## config.mk

```make
export PLATFORM = sky130hd
export DESIGN_NAME = ldm_stm_seq
export DESIGN_NICKNAME = d
export VERILOG_FILES = /design/src/rtl/ldm_stm_seq.sv
export SDC_FILE = /design/constraint.sdc
export NUM_CORES = 1
export LEC_CHECK = 0
export ABC_AREA = 1
export BUFFER_PORTS_ARGS = -buffer_cell sky130_fd_sc_hd__buf_2
export CAP_MARGIN = 10
export CORE_MARGIN = 2
export CORE_UTILIZATION = 25
export DETAILED_ROUTE_END_ITERATION = 8
export GPL_ROUTABILITY_DRIVEN = 0
export PLACE_DENSITY = 0.41
export SLEW_MARGIN = 5
export SYNTH_ARGS = -nofsm -noshare
export SYNTH_HDL_FRONTEND = slang
export SYNTH_SLANG_ARGS = --single-unit
```

## constraint.sdc

```tcl
create_clock -name clk -period 20.6 [get_ports clk]
set_clock_uncertainty 0.05 [all_clocks]
set_input_delay 3.09 -clock clk [delete_from_list [all_inputs] [get_ports clk]]
set_output_delay 3.09 -clock clk [all_outputs]
set_load 0.005 [all_outputs]
```

## src/rtl/ldm_stm_seq.sv

```systemverilog
`default_nettype none
// ============================================================================
// Module   : ldm_stm_seq
// Brief    : LDM/STM block-transfer sequencer. Walks a 16-bit register list
//            lowest register first, issuing one register/memory transfer per
//            cycle at ascending word addresses, with optional base writeback.
// Config   : define LDMSTM_WB_EN to enable base writeback (WBK state).
// Revision : 1.0 - initial release
// ============================================================================
module ldm_stm_seq (
  input  logic        clk,
  input  logic        reset,
  input  logic        start,
  input  logic        is_load,
  input  logic        up,
  input  logic        pre,
  input  logic        wb,
  input  logic [3:0]  rn,
  input  logic [31:0] base,
  input  logic [15:0] reglist,
  output logic        busy,
  output logic        done,
  output logic [3:0]  rf_a,
  output logic        rf_we,
  output logic        rf_wsel,
  output logic [31:0] wb_data,
  output logic [31:0] mem_addr,
  output logic        mem_we,
  output logic        pc_we
);

`ifdef LDMSTM_WB_EN
  localparam bit WB_BUILD = 1'b1;
`else
  localparam bit WB_BUILD = 1'b0;
`endif

  typedef enum logic [1:0] {
    S_IDLE = 2'd0,
    S_XFER = 2'd1,
    S_WBK  = 2'd2,
    S_DONE = 2'd3
  } state_t;

  state_t      state;
  logic [15:0] remaining;   // registers still to transfer after the current one
  logic [31:0] next_addr;   // address of the next transfer
  logic        load_q;
  logic        wbk_q;       // writeback cycle pending after the last transfer
  logic [3:0]  rn_q;

  logic [4:0]  pop_n;
  logic [31:0] four_n;
  logic [31:0] final_base;
  logic [31:0] first_addr;
  logic        take_first;
  logic        more;
  logic [15:0] xfer_list;
  logic [3:0]  xfer_idx;
  logic [31:0] xfer_addr;
  logic        xfer_load;
  logic        wbk_req;

  function automatic logic [4:0] count_ones(input logic [15:0] v);
    count_ones = 5'd0;
    for (int k = 0; k < 16; k++) count_ones = count_ones + {4'd0, v[k]};
  endfunction

  function automatic logic [3:0] lowest_bit(input logic [15:0] v);
    lowest_bit = 4'd0;
    for (int k = 15; k >= 0; k--) if (v[k]) lowest_bit = 4'(k);
  endfunction

  // Address arithmetic and selection of the transfer issued at the next edge
  always_comb begin
    pop_n      = count_ones(reglist);
    four_n     = {25'd0, pop_n, 2'b00};
    final_base = up ? base + four_n : base - four_n;
    if (up) first_addr = pre ? base + 32'd4 : base;
    else    first_addr = pre ? base - four_n : base - four_n + 32'd4;
    take_first = (state == S_IDLE) && start && (pop_n != 5'd0);
    more       = take_first || ((state == S_XFER) && (remaining != 16'd0));
    xfer_list  = take_first ? reglist : remaining;
    xfer_idx   = lowest_bit(xfer_list);
    xfer_addr  = take_first ? first_addr : next_addr;
    xfer_load  = take_first ? is_load : load_q;
    // A load that also targets the base keeps the loaded value
    wbk_req    = WB_BUILD && wb && !(is_load && reglist[rn]);
  end

  assign busy = (state != S_IDLE);

  // Sequencer state and registered outputs for the following cycle
  always_ff @(posedge clk) begin
    if (reset) begin
      state     <= S_IDLE;
      remaining <= 16'd0;
      next_addr <= 32'd0;
      load_q    <= 1'b0;
      wbk_q     <= 1'b0;
      rn_q      <= 4'd0;
      wb_data   <= 32'd0;
      done      <= 1'b0;
      rf_a      <= 4'd0;
      rf_we     <= 1'b0;
      rf_wsel   <= 1'b0;
      mem_addr  <= 32'd0;
      mem_we    <= 1'b0;
      pc_we     <= 1'b0;
    end else begin
      done     <= 1'b0;
      rf_a     <= 4'd0;
      rf_we    <= 1'b0;
      rf_wsel  <= 1'b0;
      mem_addr <= 32'd0;
      mem_we   <= 1'b0;
      pc_we    <= 1'b0;

      case (state)
        S_IDLE: begin
          if (start) begin
            load_q  <= is_load;
            rn_q    <= rn;
            wbk_q   <= wbk_req;
            wb_data <= WB_BUILD ? final_base : 32'd0;
            if (pop_n == 5'd0) begin
              state <= S_DONE;
              done  <= 1'b1;
            end
          end
        end
        S_XFER: begin
          if (remaining == 16'd0) begin
            if (wbk_q) begin
              state   <= S_WBK;
              rf_we   <= 1'b1;
              rf_wsel <= 1'b1;
              rf_a    <= rn_q;
            end else begin
              state <= S_DONE;
              done  <= 1'b1;
            end
          end
        end
        S_WBK: begin
          state <= S_DONE;
          done  <= 1'b1;
        end
        S_DONE: begin
          state <= S_IDLE;
        end
        default: begin
          state <= S_IDLE;
        end
      endcase

      // A transfer cycle follows: R15 loads redirect to the PC
      if (more) begin
        state     <= S_XFER;
        rf_a      <= xfer_idx;
        mem_addr  <= xfer_addr;
        mem_we    <= ~xfer_load;
        rf_we     <= xfer_load && (xfer_idx != 4'd15);
        pc_we     <= xfer_load && (xfer_idx == 4'd15);
        remaining <= xfer_list & ~(16'd1 << xfer_idx);
        next_addr <= xfer_addr + 32'd4;
      end
    end
  end

endmodule
`default_nettype wire
```

**Word level (Yosys, flattened, before mapping)**

Index checks and enable logic that the tools add are counted.

- Add/subtract/negate cells: 19
- Equal/unequal tests: 11
- Shift-type cells: 1
- Muxes and demuxes: 31
- Bitwise operators: 4
- Reductions and logical operators: 17

Operator list:

| cell | count |
|---|---|
| two-way mux 32 bit | 4 |
| adder 32 x 3 -> 32 bit (second input constant) | 3 |
| two-way mux 4 bit | 16 |
| adder 5 x 1 -> 5 bit | 11 |
| subtractor 32 x 7 -> 32 bit | 1 |
| bitwise AND 16 bit | 1 |
| logical NOT 16 bit | 1 |
| two-way mux 16 bit | 1 |
| inverter 16 bit | 1 |
| nonzero test 16 bit | 1 |
| << shifter 1 x 4 -> 16 bit (first input constant) | 1 |
| case mux 2 bit (4 select lines) | 1 |
| two-way mux 2 bit | 3 |
| inequality test 3 x 2 -> 1 bit (second input constant) | 2 |
| AND reduction 3 bit | 2 |
| adder 4 x 1 -> 5 bit | 1 |
| logical AND 1 bit | 5 |
| logical NOT 5 bit | 1 |
| two-way mux 1 bit | 5 |
| nonzero test 5 bit | 1 |
| adder 3 x 1 -> 4 bit | 1 |
| == test 2 bit (second input constant) | 2 |
| == test 4 bit (second input constant) | 1 |
| inequality test 2 x 1 -> 1 bit (second input constant) | 2 |
| other kinds (13) | 15 |

- Register bits after elaboration: 91
- Input port bits: 59
- Logic and storage cells: 94

**Logic depth before layout (Yosys ltp)**

- Depth in word-level cells: 37
- Gate-level depth with buffers: 41
- Mapped depth without buffers: 41

**Worst setup path before layout**

OpenSTA, ideal clock, no wires.

- Path type: input -> register
- Start: in reglist[0]
- End: reg next_addr[26]
- Arrival: 8593 ps
- Setup slack: 11844 ps
- Stages on the path: 31
- Buffers on the path: 0
- Cells stage by stage: inv_1 > fa_1 > fa_1 > fa_1 > fa_1 > inv_1 > ha_1 > inv_1 > fa_1 > fa_1 > ha_1 > o21ai_0 > a22oi_1 > o21ai_2 > inv_1 > ha_1 > inv_1 > nor2_1 > nand2_1 > a21oi_2 > nand2_1 > nor2_2 > nand3_2 > nor2_4 > nand3_4 > nor2_8 > nand3_4 > nor2_2 > nand3_1 > nand3_1 > nand2_1

- Cells in the longest elaborated chain, start to end: 21
- Elaborated cells between the ends (all ways): 24
- Those cells by class: add/sub (18); mux (3); reduce/logical (3)

Ends and longest elaborated chain:

| element | RTL line | RTL |
|---|---|---|
| start: declaration | 20 | `input logic [15:0] reglist,` |
| adder 1 x 1 -> 2 bit (*) | 66 | `for (int k = 0; k < 16; k++) count_ones = count_ones + {4'd0, v[k]};` |
| adder 2 x 1 -> 3 bit (*) | 66 |  |
| adder 3 x 1 -> 4 bit (*) | 66 |  |
| adder 4 x 1 -> 5 bit (*) | 66 |  |
| adder 5 x 1 -> 5 bit (*) (11 in series) | 66 |  |
| subtractor 32 x 7 -> 32 bit | 80 | `else first_addr = pre ? base - four_n : base - four_n + 32'd4;` |
| adder 32 x 3 -> 32 bit | 80 |  |
| two-way mux 32 bit | 80 |  |
| two-way mux 32 bit | 79 | `if (up) first_addr = pre ? base + 32'd4 : base;` |
| two-way mux 32 bit (*) | 85 | `xfer_addr = take_first ? first_addr : next_addr;` |
| named net xfer_addr[3] | 60 | `logic [31:0] xfer_addr;` |
| adder 32 x 3 -> 32 bit (*) | 166 | `next_addr <= xfer_addr + 32'd4;` |
| end signal: assignment | 166 |  |
| end: declaration | 47 | `logic [31:0] next_addr;` |

Mark *: on every way through the listed nets, which the timed path passes. The rest lies on a longest branch.
A chain may end at the register's enable or synchronous reset.

**Final worst setup path**

- Start: in reglist[0]
- End: reg next_addr[27]

- Cells in the longest elaborated chain, start to end: 21
- Elaborated cells between the ends (all ways): 24
- Those cells by class: add/sub (18); mux (3); reduce/logical (3)

Ends and longest elaborated chain:

| element | RTL line |
|---|---|
| adder 1 x 1 -> 2 bit (*) | 66 |
| adder 2 x 1 -> 3 bit (*) | 66 |
| adder 3 x 1 -> 4 bit (*) | 66 |
| adder 4 x 1 -> 5 bit (*) | 66 |
| adder 5 x 1 -> 5 bit (*) (11 in series) | 66 |
| subtractor 32 x 7 -> 32 bit | 80 |
| adder 32 x 3 -> 32 bit | 80 |
| two-way mux 32 bit | 80 |
| two-way mux 32 bit | 79 |
| two-way mux 32 bit | 85 |
| adder 32 x 3 -> 32 bit | 166 |

Every way passes the cells marked *; elsewhere a longest branch is shown, timed or not.

==> flow_summary.toml <==
[floorplanning]
io_pins = 133
core-area_um2 = 32500
die_x_um = 186
die_area_um2 = 34500
placementRows = 66
start_util_pct = 25.4
die_h_um = 186

[global_routing]
grt_pass1_vias = 7857
antenna_found_initial = 0
globalRouteOverflowTotal = 0
grt_start_max_net_pins = 54
grt_pass1_wl_mm = 41.9
track_usage_pct = 15.6

[routing]
wl_mm = 26.4
num_vias = 8477
viasPerCell = 4.54
drc_errors = 0
dr.pass1.iters = 5
avgRoutedWirePerCell_um = 14.1
drt_iter0_drc = 529
ant_nets = 0

[clocking]
cts_setup_buffers = 0
ctsHtreeMaxLevel = 3
cts_num_sinks = 91
ctsHoldBuffers = 0
clock_latency_ns = 0.35
clk_pin_slew_ns = 0.06
cts_root_buf = "clkbuf_16"
cts_resized = 0
cts_tree = "yes"
clockBufferDepth = 2
numCtsBuffers = 9

[finish]
synthToLayoutAreaGrowth_pct = 12.8
layout-drive-gt1-share_pct = 15.7
diodes = 0
final_cell_count_no_fill = 1868
fillers = 3827
final_nets = 1504

[pwr]
p_sw_uw = 548
clockPowerShare_pct = 16.8
leakage_nw = 4.43
switching_share_pct = 50.1
power_density_nw_per_um2 = 117
p_seq_share_pct = 22.7
p_int_uw = 545
p_total_mw = 1.09
pwr-share-comb_pct = 60.4
ir_drop_v = 0.0000465

[sta]
worstMarginPinSlew_ns = 0.803
setup_tns_ns = 0
layout_min_cycle_time_ns = 9.82
finalHoldViolations = 0
max_freq_ghz = 0.102
drv_slew = 0
grt_setup_unrepaired = "no"
setup_violations = 0
finalCritPeriodShare_pct = 47.7
timing.slew.headroom_pct = 46.0

[synth]
yosys_warnings = 0
synth.top_cells.by_count = "nand2_1, inv_1, nor2_1"
synth-seq-cells = 91
synthTopCellsByArea = "dfxtp_1, nand2_1, inv_1"
synthAdderAreaFrac_pct = 4.48
avgSynthCellArea_um2 = 6.10
yosysTopAreaCellShare_pct = 22.1
synth_top_family_by_area = "simple AND/OR/NAND/NOR gates"
synth_cells = 1354
synth_edf_count = 0
synth.mux.area_fraction_pct = 0.242
synth-compound-area-share_pct = 12.2
yosys.area_share.simple_pct = 44.3
ys.flop_type = "dfxtp_1"
yosysTopAreaCell = "dfxtp_1"
synth.most_common_cell = "nand2_1"
synth.distinct_cells = 53
async_reset_ff_share_pct = 0
seq_area_frac_synth_pct = 22.1
synth_xor_area_share_pct = 1.27
synth.cell_area_um2 = 8260

[worst_setup_path]
cp-start-kind = "input port"
cp_slowest_cell = "buf_4"
cp.arrival_ns = 10.02
critPathMaxStageDelay_ns = 0.62
crit_buf_inv = 8
end_kind = "flop"
crit_type = "in2reg"
critical_path.most_common_cell = "nand2_1"
critPathTopFamily = "simple AND/OR/NAND/NOR gates"
critPathMaxFanout = 53
cp_data_required_time_ns = 20.79

[placement]
placed_cells = 1853
portBuffers = 94
dp_hpwl_mm = 21.0

[outcome]
status = "complete, no violations"

[worst_hold_path]
hp-class = "reg2reg"

[job]
maxCapViolations = 0
[routing by layer]
metal	global-route usage (%)	part of all wire (%)
met5	0	0
met4	2.61	0.92
met3	2.45	4.2
met2	27.6	48
met1	20.3	47
[worst min-delay path, delay by kind of cell (launching register included)]
family        cells  cell delay (ns)
flops             1             0.31
simple gates      2             0.10
[path summary, 6_finish.rpt]
check,cells after the start,end,slack [ns],start
worst max-delay path,38,next_addr[27]$_SDFFE_PP0P_,10.78,reglist[0]
worst min register to register,2,next_addr[26]$_SDFFE_PP0P_,0.40,next_addr[26]$_SDFFE_PP0P_
worst max register to register,25,next_addr[27]$_SDFFE_PP0P_,16.37,state[0]$_SDFFE_PP0P_
worst min-delay path,2,next_addr[26]$_SDFFE_PP0P_,0.40,next_addr[26]$_SDFFE_PP0P_
[through the flow]
step | utilization, % | hold WS [ns] | cell area (µm²) | worst slack, ns
6_report | 28.6 | 0.402 | 9320 | 10.78
5_1_grt | 28.6 | 0.417 | 9320 | 10.08
4_1_cts | 28.6 | 0.405 | 9320 | 10.64
3_5_place_dp | 27.6 | 0.391 | 8990 | 10.28
3_3_place_gp | 27.6 | 0.387 | 8990 | 10.28
2_1_floorplan | - | 0.376 | 8380 | 11.84
[kinds of logic (layout without fill, tap and decap cells)]
| logic type | count (synthesis) | in the layout |
|---|---|---|
| simple gates | 761 | 761 |
| buf+inv | 291 | 331 |
| compound gates | 173 | 173 |
| flops | 91 | 91 |
| fa+ha+maj | 23 | 23 |
| xor+xnor | 12 | 12 |
| mux | 2 | 2 |
| other cells | 1 | 33 |
[sequential cells by signal, indices dropped and copies added (netlist names)]
| signal | count |
|---|---|
| mem_we | 1 |
| done | 1 |
| next_addr | 32 |
| remaining | 16 |
| pc_we | 1 |
| rf_we | 1 |
| state | 2 |
| rf_a | 4 |
| mem_addr | 32 |
| load_q | 1 |
[layout make-up]
| type | count | area [µm²] | share of cell area (%) |
|---|---|---|---|
| multi-input combinational | 1004 | 5290 | 56.8 |
| sequential | 91 | 1820 | 19.6 |
| inverter | 217 | 816 | 8.76 |
| tap | 442 | 553 | 5.94 |
| timing repair buffer | 99 | 508 | 5.45 |
| clock buffer | 11 | 253 | 2.71 |
| clock inverter | 4 | 73.8 | 0.792 |
[power by group through the flow]
stage | sequential [mW] | clock, mW | combinational, mW
6_report | 0.248 | 0.184 | 0.660
5_1_grt | 0.253 | 0.198 | 0.755
4_1_cts | 0.249 | 0.191 | 0.673
3_5_place_dp | 0.252 | 0 | 0.670
3_3_place_gp | 0.252 | 0 | 0.670
2_1_floorplan | 0.250 | 0 | 0.501
[layout by cell type (no fill, tap or decap), types with 8 or more instances in the layout]
| master | count |
|---|---|
| a21oi_1 | 42 |
| buf_2 | 94 |
| clkbuf_16 | 9 |
| conb_1 | 33 |
| dfxtp_1 | 91 |
| fa_1 | 11 |
| ha_1 | 12 |
| inv_1 | 199 |
| inv_2 | 14 |
| nand2_1 | 331 |
| nand2_2 | 21 |
| nand3_1 | 116 |
| nand3_2 | 15 |
| nand3_4 | 8 |
| nand4_1 | 31 |
| nor2_1 | 151 |
| nor2_2 | 17 |
| nor2_4 | 10 |
| nor3_1 | 24 |
| nor4_1 | 11 |
| o21ai_0 | 66 |
| o21ai_1 | 17 |
| xor2_1 | 8 |
(Power assumes the default switching activity.)
